==> src/rtl/tilelink_pkg.sv <==
// Shared TileLink-UL definitions: A/D opcodes, initiator state encoding, and
// the helper that gives the number of D beats a request of a given size produces.
package tilelink_pkg;

  localparam logic [2:0] A_PUTFULL    = 3'd0;
  localparam logic [2:0] A_PUTPARTIAL = 3'd1;
  localparam logic [2:0] A_GET        = 3'd4;

  localparam logic [2:0] D_ACCESSACK     = 3'd0;
  localparam logic [2:0] D_ACCESSACKDATA = 3'd1;
  localparam logic [2:0] D_HINTACK       = 3'd2;

  typedef enum logic [1:0] {
    ST_IDLE,
    ST_REQ,
    ST_WAIT_D
  } state_t;

  // A transfer smaller than the bus still takes one beat.
  function automatic logic [10:0] beats(input logic [3:0] size, input int unsigned xlen_bytes);
    int unsigned n;
    n = (32'd1 << size) / xlen_bytes;
    if (n == 0) n = 1;
    return 11'(n);
  endfunction

endpackage

==> src/rtl/tilelink_mask_gen.sv <==
// Byte-lane mask for a naturally aligned transfer of 2^size bytes at the given
// bus offset; transfers of bus width or larger enable every lane.
module tilelink_mask_gen #(
  parameter int BYTES = 4
) (
  input  logic [3:0]               i_size,
  input  logic [$clog2(BYTES)-1:0] i_offset,
  output logic [BYTES-1:0]         o_mask
);

  localparam int LG = $clog2(BYTES);

  always_comb begin
    o_mask = '0;
    for (int i = 0; i < BYTES; i++) begin
      if (i_size >= 4'(LG)) o_mask[i] = 1'b1;
      else                  o_mask[i] = ((LG'(i) >> i_size) == (i_offset >> i_size));
    end
  end

endmodule

==> src/rtl/tilelink_ad_initiator.sv <==
// TL-UL A/D initiator: one outstanding Get/Put, D-channel protocol checking.
// Optional D-wait watchdog enabled by defining TL_TIMEOUT_EN.
//
// state     | meaning
// ST_IDLE   | cmd_ready high, accepting a command (illegal ones answered locally)
// ST_REQ    | A beat presented, held stable until a_ready
// ST_WAIT_D | d_ready high, collecting response beats
module tilelink_ad_initiator
  import tilelink_pkg::*;
#(
  parameter int XLEN      = 32,
  parameter int ADDR_W    = 32,
  parameter int SOURCE_W  = 5,
  parameter int SOURCE_ID = 0,
  parameter int TIMEOUT   = 1024
) (
  input  logic                  clock,
  input  logic                  resetn,
  input  logic                  cmd_valid,
  output logic                  cmd_ready,
  input  logic [2:0]            cmd_opcode,
  input  logic [3:0]            cmd_size,
  input  logic [ADDR_W-1:0]     cmd_address,
  input  logic [XLEN/8-1:0]     cmd_mask,
  input  logic [XLEN-1:0]       cmd_data,
  input  logic                  a_ready,
  output logic                  a_valid,
  output logic [2:0]            a_bits_opcode,
  output logic [2:0]            a_bits_param,
  output logic [3:0]            a_bits_size,
  output logic [SOURCE_W-1:0]   a_bits_source,
  output logic [ADDR_W-1:0]     a_bits_address,
  output logic [XLEN/8-1:0]     a_bits_mask,
  output logic [XLEN-1:0]       a_bits_data,
  output logic                  d_ready,
  input  logic                  d_valid,
  input  logic [2:0]            d_bits_opcode,
  input  logic [1:0]            d_bits_param,
  input  logic [3:0]            d_bits_size,
  input  logic [SOURCE_W-1:0]   d_bits_source,
  input  logic                  d_bits_sink,
  input  logic [XLEN-1:0]       d_bits_data,
  input  logic                  d_bits_error,
  output logic                  rsp_valid,
  output logic [XLEN-1:0]       rsp_data,
  output logic                  rsp_error,
  output logic                  rsp_last,
  output logic                  proto_err
);

  localparam int XLEN_BYTES = XLEN / 8;
  localparam int LG_BYTES   = $clog2(XLEN_BYTES);
  // A 4 KiB Get on a 32-bit bus needs 1024 beats, one more bit than at 64-bit.
  localparam int BEAT_W     = (XLEN == 32) ? 10 : 9;

  state_t                r_state;
  logic                  r_cmd_ready, r_a_valid, r_d_ready;
  logic [2:0]            r_op;
  logic [3:0]            r_size;
  logic [ADDR_W-1:0]     r_addr;
  logic [XLEN_BYTES-1:0] r_mask;
  logic [XLEN-1:0]       r_data;
  logic [BEAT_W-1:0]     r_beat;
  logic                  r_rsp_valid, r_rsp_error, r_rsp_last, r_proto_err;
  logic [XLEN-1:0]       r_rsp_data;

  logic                  w_legal, w_is_get, w_last, w_bad_beat;
  logic [XLEN_BYTES-1:0] w_size_mask;
  logic [BEAT_W-1:0]     w_last_idx;
  logic                  w_unused_inputs;

`ifdef TL_TIMEOUT_EN
  localparam int WD_W = $clog2(TIMEOUT + 1);
  logic [WD_W-1:0] r_wdog;
`else
  localparam int unused_timeout = TIMEOUT;
`endif

  tilelink_mask_gen #(.BYTES(XLEN_BYTES)) u_mask_gen (
    .i_size   (r_size),
    .i_offset (r_addr[LG_BYTES-1:0]),
    .o_mask   (w_size_mask)
  );

  always_comb begin
    w_legal = 1'b0;
    case (cmd_opcode)
      A_GET:                   w_legal = (cmd_size <= 4'd12);
      A_PUTFULL, A_PUTPARTIAL: w_legal = (cmd_size <= 4'(LG_BYTES));
      default:                 w_legal = 1'b0;
    endcase
  end

  assign w_is_get        = (r_op == A_GET);
  assign w_last_idx      = w_is_get ? BEAT_W'(beats(r_size, XLEN_BYTES) - 11'd1) : '0;
  assign w_last          = (r_beat == w_last_idx);
  assign w_bad_beat      = (d_bits_opcode != (w_is_get ? D_ACCESSACKDATA : D_ACCESSACK))
                        || (d_bits_source != SOURCE_W'(SOURCE_ID))
                        || (d_bits_size != r_size);
  assign w_unused_inputs = ^{d_bits_param, d_bits_sink};

  always_ff @(posedge clock) begin
    if (!resetn) begin
      r_state     <= ST_IDLE;
      r_cmd_ready <= 1'b0;
      r_a_valid   <= 1'b0;
      r_d_ready   <= 1'b0;
      r_op        <= A_PUTFULL;
      r_size      <= '0;
      r_addr      <= '0;
      r_mask      <= '0;
      r_data      <= '0;
      r_beat      <= '0;
      r_rsp_valid <= 1'b0;
      r_rsp_error <= 1'b0;
      r_rsp_last  <= 1'b0;
      r_rsp_data  <= '0;
      r_proto_err <= 1'b0;
`ifdef TL_TIMEOUT_EN
      r_wdog      <= '0;
`endif
    end else begin
      r_rsp_valid <= 1'b0;
      r_rsp_error <= 1'b0;
      r_rsp_last  <= 1'b0;
      if (d_valid && r_state != ST_WAIT_D) r_proto_err <= 1'b1;

      case (r_state)
        ST_IDLE: begin
          r_cmd_ready <= 1'b1;
          if (r_cmd_ready && cmd_valid) begin
            r_op   <= cmd_opcode;
            r_size <= cmd_size;
            r_addr <= cmd_address;
            r_mask <= cmd_mask;
            r_data <= cmd_data;
            if (w_legal) begin
              r_state     <= ST_REQ;
              r_cmd_ready <= 1'b0;
              r_a_valid   <= 1'b1;
            end else begin
              r_rsp_valid <= 1'b1;
              r_rsp_error <= 1'b1;
              r_rsp_last  <= 1'b1;
              r_rsp_data  <= '0;
            end
          end
        end

        ST_REQ: begin
          if (a_ready) begin
            r_state   <= ST_WAIT_D;
            r_a_valid <= 1'b0;
            r_d_ready <= 1'b1;
            r_beat    <= '0;
`ifdef TL_TIMEOUT_EN
            r_wdog    <= '0;
`endif
          end
        end

        ST_WAIT_D: begin
          if (d_valid) begin
            r_rsp_valid <= 1'b1;
            r_rsp_data  <= w_is_get ? d_bits_data : '0;
            r_rsp_error <= d_bits_error;
            r_rsp_last  <= w_last;
            r_beat      <= r_beat + 1'b1;
            if (w_bad_beat) r_proto_err <= 1'b1;
            if (w_last) begin
              r_state     <= ST_IDLE;
              r_d_ready   <= 1'b0;
              r_cmd_ready <= 1'b1;
            end
`ifdef TL_TIMEOUT_EN
            r_wdog <= '0;
          end else if (r_wdog == WD_W'(TIMEOUT - 1)) begin
            r_rsp_valid <= 1'b1;
            r_rsp_error <= 1'b1;
            r_rsp_last  <= 1'b1;
            r_rsp_data  <= '0;
            r_proto_err <= 1'b1;
            r_state     <= ST_IDLE;
            r_d_ready   <= 1'b0;
            r_cmd_ready <= 1'b1;
          end else begin
            r_wdog <= r_wdog + 1'b1;
`endif
          end
        end

        default: r_state <= ST_IDLE;
      endcase
    end
  end

  assign cmd_ready      = r_cmd_ready;
  assign a_valid        = r_a_valid;
  assign a_bits_opcode  = r_op;
  assign a_bits_param   = 3'd0;
  assign a_bits_size    = r_size;
  assign a_bits_source  = SOURCE_W'(SOURCE_ID);
  assign a_bits_address = r_addr;
  assign a_bits_mask    = (r_op == A_PUTPARTIAL) ? r_mask : w_size_mask;
  assign a_bits_data    = r_data;
  assign d_ready        = r_d_ready;
  assign rsp_valid      = r_rsp_valid;
  assign rsp_data       = r_rsp_data;
  assign rsp_error      = r_rsp_error;
  assign rsp_last       = r_rsp_last;
  assign proto_err      = r_proto_err;

endmodule
==> config.mk <==
export PLATFORM = sky130hd
export DESIGN_NAME = tilelink_ad_initiator
export DESIGN_NICKNAME = d
export VERILOG_FILES = /design/src/rtl/tilelink_pkg.sv /design/src/rtl/tilelink_mask_gen.sv /design/src/rtl/tilelink_ad_initiator.sv
export SDC_FILE = /design/constraint.sdc
export NUM_CORES = 1
export LEC_CHECK = 0
export BUFFER_PORTS_ARGS = -buffer_cell sky130_fd_sc_hd__clkbuf_2
export CAP_MARGIN = 0
export CORE_MARGIN = 2
export CORE_UTILIZATION = 46
export DETAILED_ROUTE_END_ITERATION = 16
export PLACE_DENSITY = 0.85
export SYNTH_ARGS = -nofsm -noshare
export SYNTH_HDL_FRONTEND = slang
export SYNTH_SLANG_ARGS = --single-unit
==> constraint.sdc <==
create_clock -name clock -period 2 [get_ports clock]
set_clock_uncertainty 0.1 [all_clocks]
set_input_delay 0.1 -clock clock [delete_from_list [all_inputs] [get_ports clock]]
set_output_delay 0.1 -clock clock [all_outputs]
set_load 0.1 [all_outputs]
# After elaboration in Yosys (flattened, before gate mapping)
# Index checks and enable logic that the tools add are counted.
# Widths: inputs -> output; s select.
# word_totals
input_bits	128
elab_cells	112
output_inout_bits	122
reg_bits	126
# op_classes
eq_ne	20
add_sub_neg	2
shifts	6
reduce_logical	19
order_cmp	3
n_mux	47
# ops
operator	count
$mux 32	4
$pmux 32 s2	1
$mux 10	4
$logic_not 32->1	1
$shl 1x4->32 const A	1
$mux 1	23
$pmux 10 s2	1
$ne 2x2->1 const B	7
$pmux 1 s2	7
$reduce_and 4->1	3
$add 10x1->10 const B	1
$eq 10x10->1	1
$mux 2	5
$sub 10x1->10 const B	1
$eq 2x2->1	4
$shr 1x4->2 const A	2
$shr 2x4->2 const A	2
$eq 3x1->1 const B	2
$eq 3x3->1 const B	2
$pmux 2 s3	1
$reduce_and 3->1	2
$reduce_bool 2->1	3
$reduce_and 5->1	1
$reduce_bool 5->1	1
15 further kinds	17

# Longest topological paths before layout
# logic_depth
ltp_word	9
mapped_depth	8
depth_no_buf	5

# Cells and area by module
# From an unflattened synthesis, not the netlist that was laid out.
# unflattened
cells_unflattened	662
hier_area_um2	5541.6
# by_module_without_submodules
mod	cells_per_inst	area_per_inst_um2	instances	seq_area_each_um2
tilelink_ad_initiator	654	5491.5	1	2522.4
tilelink_mask_gen	8	50.0	1	0.0

# Worst setup path before layout
# No wires, ideal clock.
# synth_path
path_kind	reg2reg
start	reg r_op[2] (netlist: a_bits_opcode[2])
end	reg r_state[1]
slack_ns	-0.443
arrival_time_ns	2.218
period_less_slack_ns	2.443
path_buffers	1
required_time_ns	1.776
path_stages_with_launch	7
setup_time_ns	0.124
cell_sequence	dfxtp_1 > or3b_1 > buf_2 > nor4b_2 > o32a_1 > and4_1 > a31oi_1
# synth_via
elab_chain_len	5
# synth_lines
element	line_no	rtl
start, declared	tilelink_ad_initiator.sv:58	logic [2:0] r_op;
start signal, assigned	tilelink_ad_initiator.sv:132	r_op <= cmd_opcode;
$eq 3x3->1	tilelink_ad_initiator.sv:94	assign w_is_get = (r_op == A_GET);
$mux 10	tilelink_ad_initiator.sv:95	assign w_last_idx = w_is_get ? BEAT_W'(beats(r_size, XLEN_BYTES) - 11'd1) : '0;
$eq 10x10->1	tilelink_ad_initiator.sv:96	assign w_last = (r_beat == w_last_idx);
$ne 2x2->1 (no line)	n/a	
$reduce_and 5->1 (no line)	n/a	
end signal, assigned	tilelink_ad_initiator.sv:104	r_state <= ST_IDLE;
end signal, assigned	tilelink_ad_initiator.sv:138	r_state <= ST_REQ;
end signal, assigned	tilelink_ad_initiator.sv:152	r_state <= ST_WAIT_D;
end, declared	tilelink_ad_initiator.sv:56	state_t r_state;
# Every way passes these cells.
# A chain may end at the register's enable or synchronous reset.

# Worst setup path after layout
# Same ends and word-level chain as after synthesis.

==> flow_metrics.py <==
metrics = {
    "status": {
        "outcome": "complete, no violations",
    },
    "final_layout": {
        "diodes": 0,
        "mostFrequentLayoutCell": "clkbuf_2",
        "final_cell_mix": "clkbuf_2 (234), nand2_1 (158), dfxtp_1 (118)",
        "drive_gt1_frac": 0.310,
        "area_growth_pct": 60.9,
        "fillers": 648,
        "layout.nets": 1106,
    },
    "critical_path": {
        "r2r_cells": 4,
        "cp_max_fo": 6,
        "cp-end-kind": "flop",
        "required_ps": 2190,
        "crit_type": "reg2reg",
        "crit_path_start_kind": "flop",
        "reg2reg_from": "a_bits_opcode[2]",
        "critPathLaunch": "a_bits_opcode[2]",
        "crit_arrival_ps": 2160,
    },
    "grt": {
        "grt_max_degree": 58,
        "antenna_found_initial": 0,
        "gr-total-overflow": 0,
        "grt_pass1_vias": 6082,
        "grt_pass1_wl_mm": 30.5,
        "grt_usage": 0.306,
    },
    "power": {
        "power_frac_comb": 0.216,
        "p_int_mw": 5.44,
        "p_per_area_mw_per_mm2": 938,
        "p_sw_mw": 2.45,
        "total_power_mw": 7.88,
        "leakagePower_nw": 3.65,
        "switching_share": 0.311,
        "ir_drop_v": 0.000844,
        "p_seq_frac": 0.341,
        "p_clk_frac": 0.443,
    },
    "synth": {
        "seq_area_frac_synth": 0.483,
        "syn_area_per_cell_sq_um": 8.05,
        "synth-seq-cells": 126,
        "syn_inst": 649,
        "ys.flop_type": "dfxtp_1",
        "synthesis.area_sq_mm": 0.00523,
        "ys_warn_count": 0,
        "ys_async_sr_fraction": 0,
        "synth_cell_types": 48,
        "synth_edf_count": 0,
    },
    "clock_network": {
        "cts-root-buf": "clkbuf_16",
        "cts_sinks": 126,
        "post_cts_buffers": 0,
        "clk_latency_ps": 410,
        "clk_path_buf_depth": 2,
        "cts_buffers": 17,
        "path_clk_slew_ps": 60,
        "cts_tree": "done",
        "htree_num_levels": 4,
    },
    "drt": {
        "vias": 6190,
        "drt-total-wl_mm": 18.9,
        "dr.pass1.iters": 5,
        "antenna_left": 0,
        "wl_per_cell_microns": 16.8,
        "drtIter0Drc": 540,
        "drc": 0,
        "viasPerCell": 5.48,
    },
    "floorplanning": {
        "io_pins": 250,
        "core_area_sq_mm": 0.0110,
        "row_count": 38,
        "dieArea_sq_mm": 0.0122,
        "die_w_microns": 111,
        "start_util": 0.476,
        "die_height_microns": 111,
    },
    "hold_path": {
        "hold-path-cell-count": 5,
        "hp-class": "in2reg",
        "hp-start": "d_bits_opcode[1]",
    },
    "place": {
        "preCtsSetupSlack_ps": 117,
        "dp_hpwl_mm": 9.97,
        "gp_congestion": 0.867,
        "port_buffers": 238,
    },
    "timing": {
        "setup_ws_ps": 30.4,
        "hold_viol": 0,
        "max_freq_mhz": 508,
        "maxSlewHeadroom": 0.601,
        "slew_violations": 0,
        "setup_violations": 0,
        "min_period_over_period": 0.985,
        "fin_crit_ps": 1970,
        "final.setup.tns_ps": 0,
        "tightest_slew_ps": 598,
    },
    "run": {
        "cap_violations": 0,
    },
}
==> cell families after synthesis <==
group / count (synthesis) / share of synthesized area
fa+ha+maj: 1 / 0.00239
compound gates: 180 / 0.199
flops: 126 / 0.483
buf+inv: 69 / 0.0620
simple gates: 251 / 0.216
mux: 5 / 0.0108
xor+xnor: 16 / 0.0268
other cells: 1 / 0.000718
==> worst max-delay path, stage by stage, from the launching register on <==
cell	delay (ps)
dfxtp_4	370
or3b_1	450
o41ai_1	530
and4_1	300
a31oi_1	100
==> flip-flops by register name, indices dropped and copies added, names as in the netlist, 2 cells and up <==
register / flops
rsp_data: 32
r_state: 2
r_beat: 10
a_bits_opcode: 3
a_bits_size: 4
a_bits_data: 32
r_mask: 4
a_bits_address: 32
==> path summary, 6_finish.rpt <==
kind	endpoint	slack (ps)
worst max register to register	r_state[1]	30
worst max-delay path	r_state[1]	30
worst min-delay path	proto_err	40
worst min register to register	proto_err	350
==> timing repair <==
item                                    CTS  global route
hold buffers                            114             0
endpoints found under the setup margin    4             4
pin swaps                                 0             1
endpoints found under the hold margin   115             0
gates resized for setup                   9             4
==> through the flow <==
stage | hold slack [ps] | utilization | std cells | area (sq um)
2_1_floorplan | 100 | - | 656 | 5270
3_3_place_gp | 222 | 0.595 | 984 | 6530
3_5_place_dp | 228 | 0.595 | 984 | 6530
4_1_cts | 12.4 | 0.763 | 1129 | 8380
5_1_grt | 72.5 | 0.765 | 1129 | 8410
6_report | 40.3 | 0.765 | 1129 | 8410
==> synth_stat cells, types with 2 or more instances <==
master | instances | area [sq um]
a21oi_1 | 114 | 571
nand4bb_1 | 2 | 22.5
and3b_1 | 2 | 17.5
nor3b_1 | 2 | 15.0
o211ai_1 | 32 | 240
nor2_1 | 19 | 71.3
nand4_1 | 6 | 37.5
clkbuf_1 | 30 | 113
xor2_1 | 11 | 96.3
a31oi_1 | 4 | 25.0
o21a_1 | 3 | 22.5
o21ai_1 | 5 | 25.0
dfxtp_1 | 126 | 2520
xnor2_1 | 5 | 43.8
and3_1 | 3 | 18.8
nand2b_1 | 2 | 12.5
a21oi_2 | 2 | 17.5
nor3_1 | 7 | 35.0
buf_1 | 6 | 22.5
buf_4 | 12 | 90.1
nor4_1 | 2 | 12.5
buf_2 | 16 | 80.1
nand3b_1 | 3 | 22.5
nand3_1 | 34 | 170
a211oi_1 | 2 | 15.0
o21ai_0 | 9 | 45.0
mux2_2 | 5 | 56.3
and4_1 | 2 | 17.5
a211o_1 | 2 | 17.5
nor2b_1 | 2 | 12.5
nand2_1 | 158 | 593
inv_1 | 5 | 18.8
==> power groups by stage <==
stage	Clock [mW]	Sequential, mW	Combinational (mW)
after floorplan	0	3.36	0.502
after global placement	0	2.73	1.44
after detailed placement	0	2.73	1.45
after CTS	3.52	2.68	1.65
after global routing	3.66	2.70	1.76
final	3.49	2.69	1.70
==> layout make-up <==
cell class	instances	area (sq um)	area share
clock buffer	21	492	0.0585
clock inverter	10	181	0.0216
inverter	5	20.0	0.00238
multi-input combinational	461	2460	0.293
sequential	126	2540	0.302
tap	140	175	0.0208
timing repair buffer	366	2530	0.302
==> metal layers <==
layer	GRT usage	part of all wire
met1	0.350	0.38
met2	0.499	0.48
met3	0.0884	0.078
met4	0.202	0.061
met5	0	0
(Power assumes the default switching activity.)
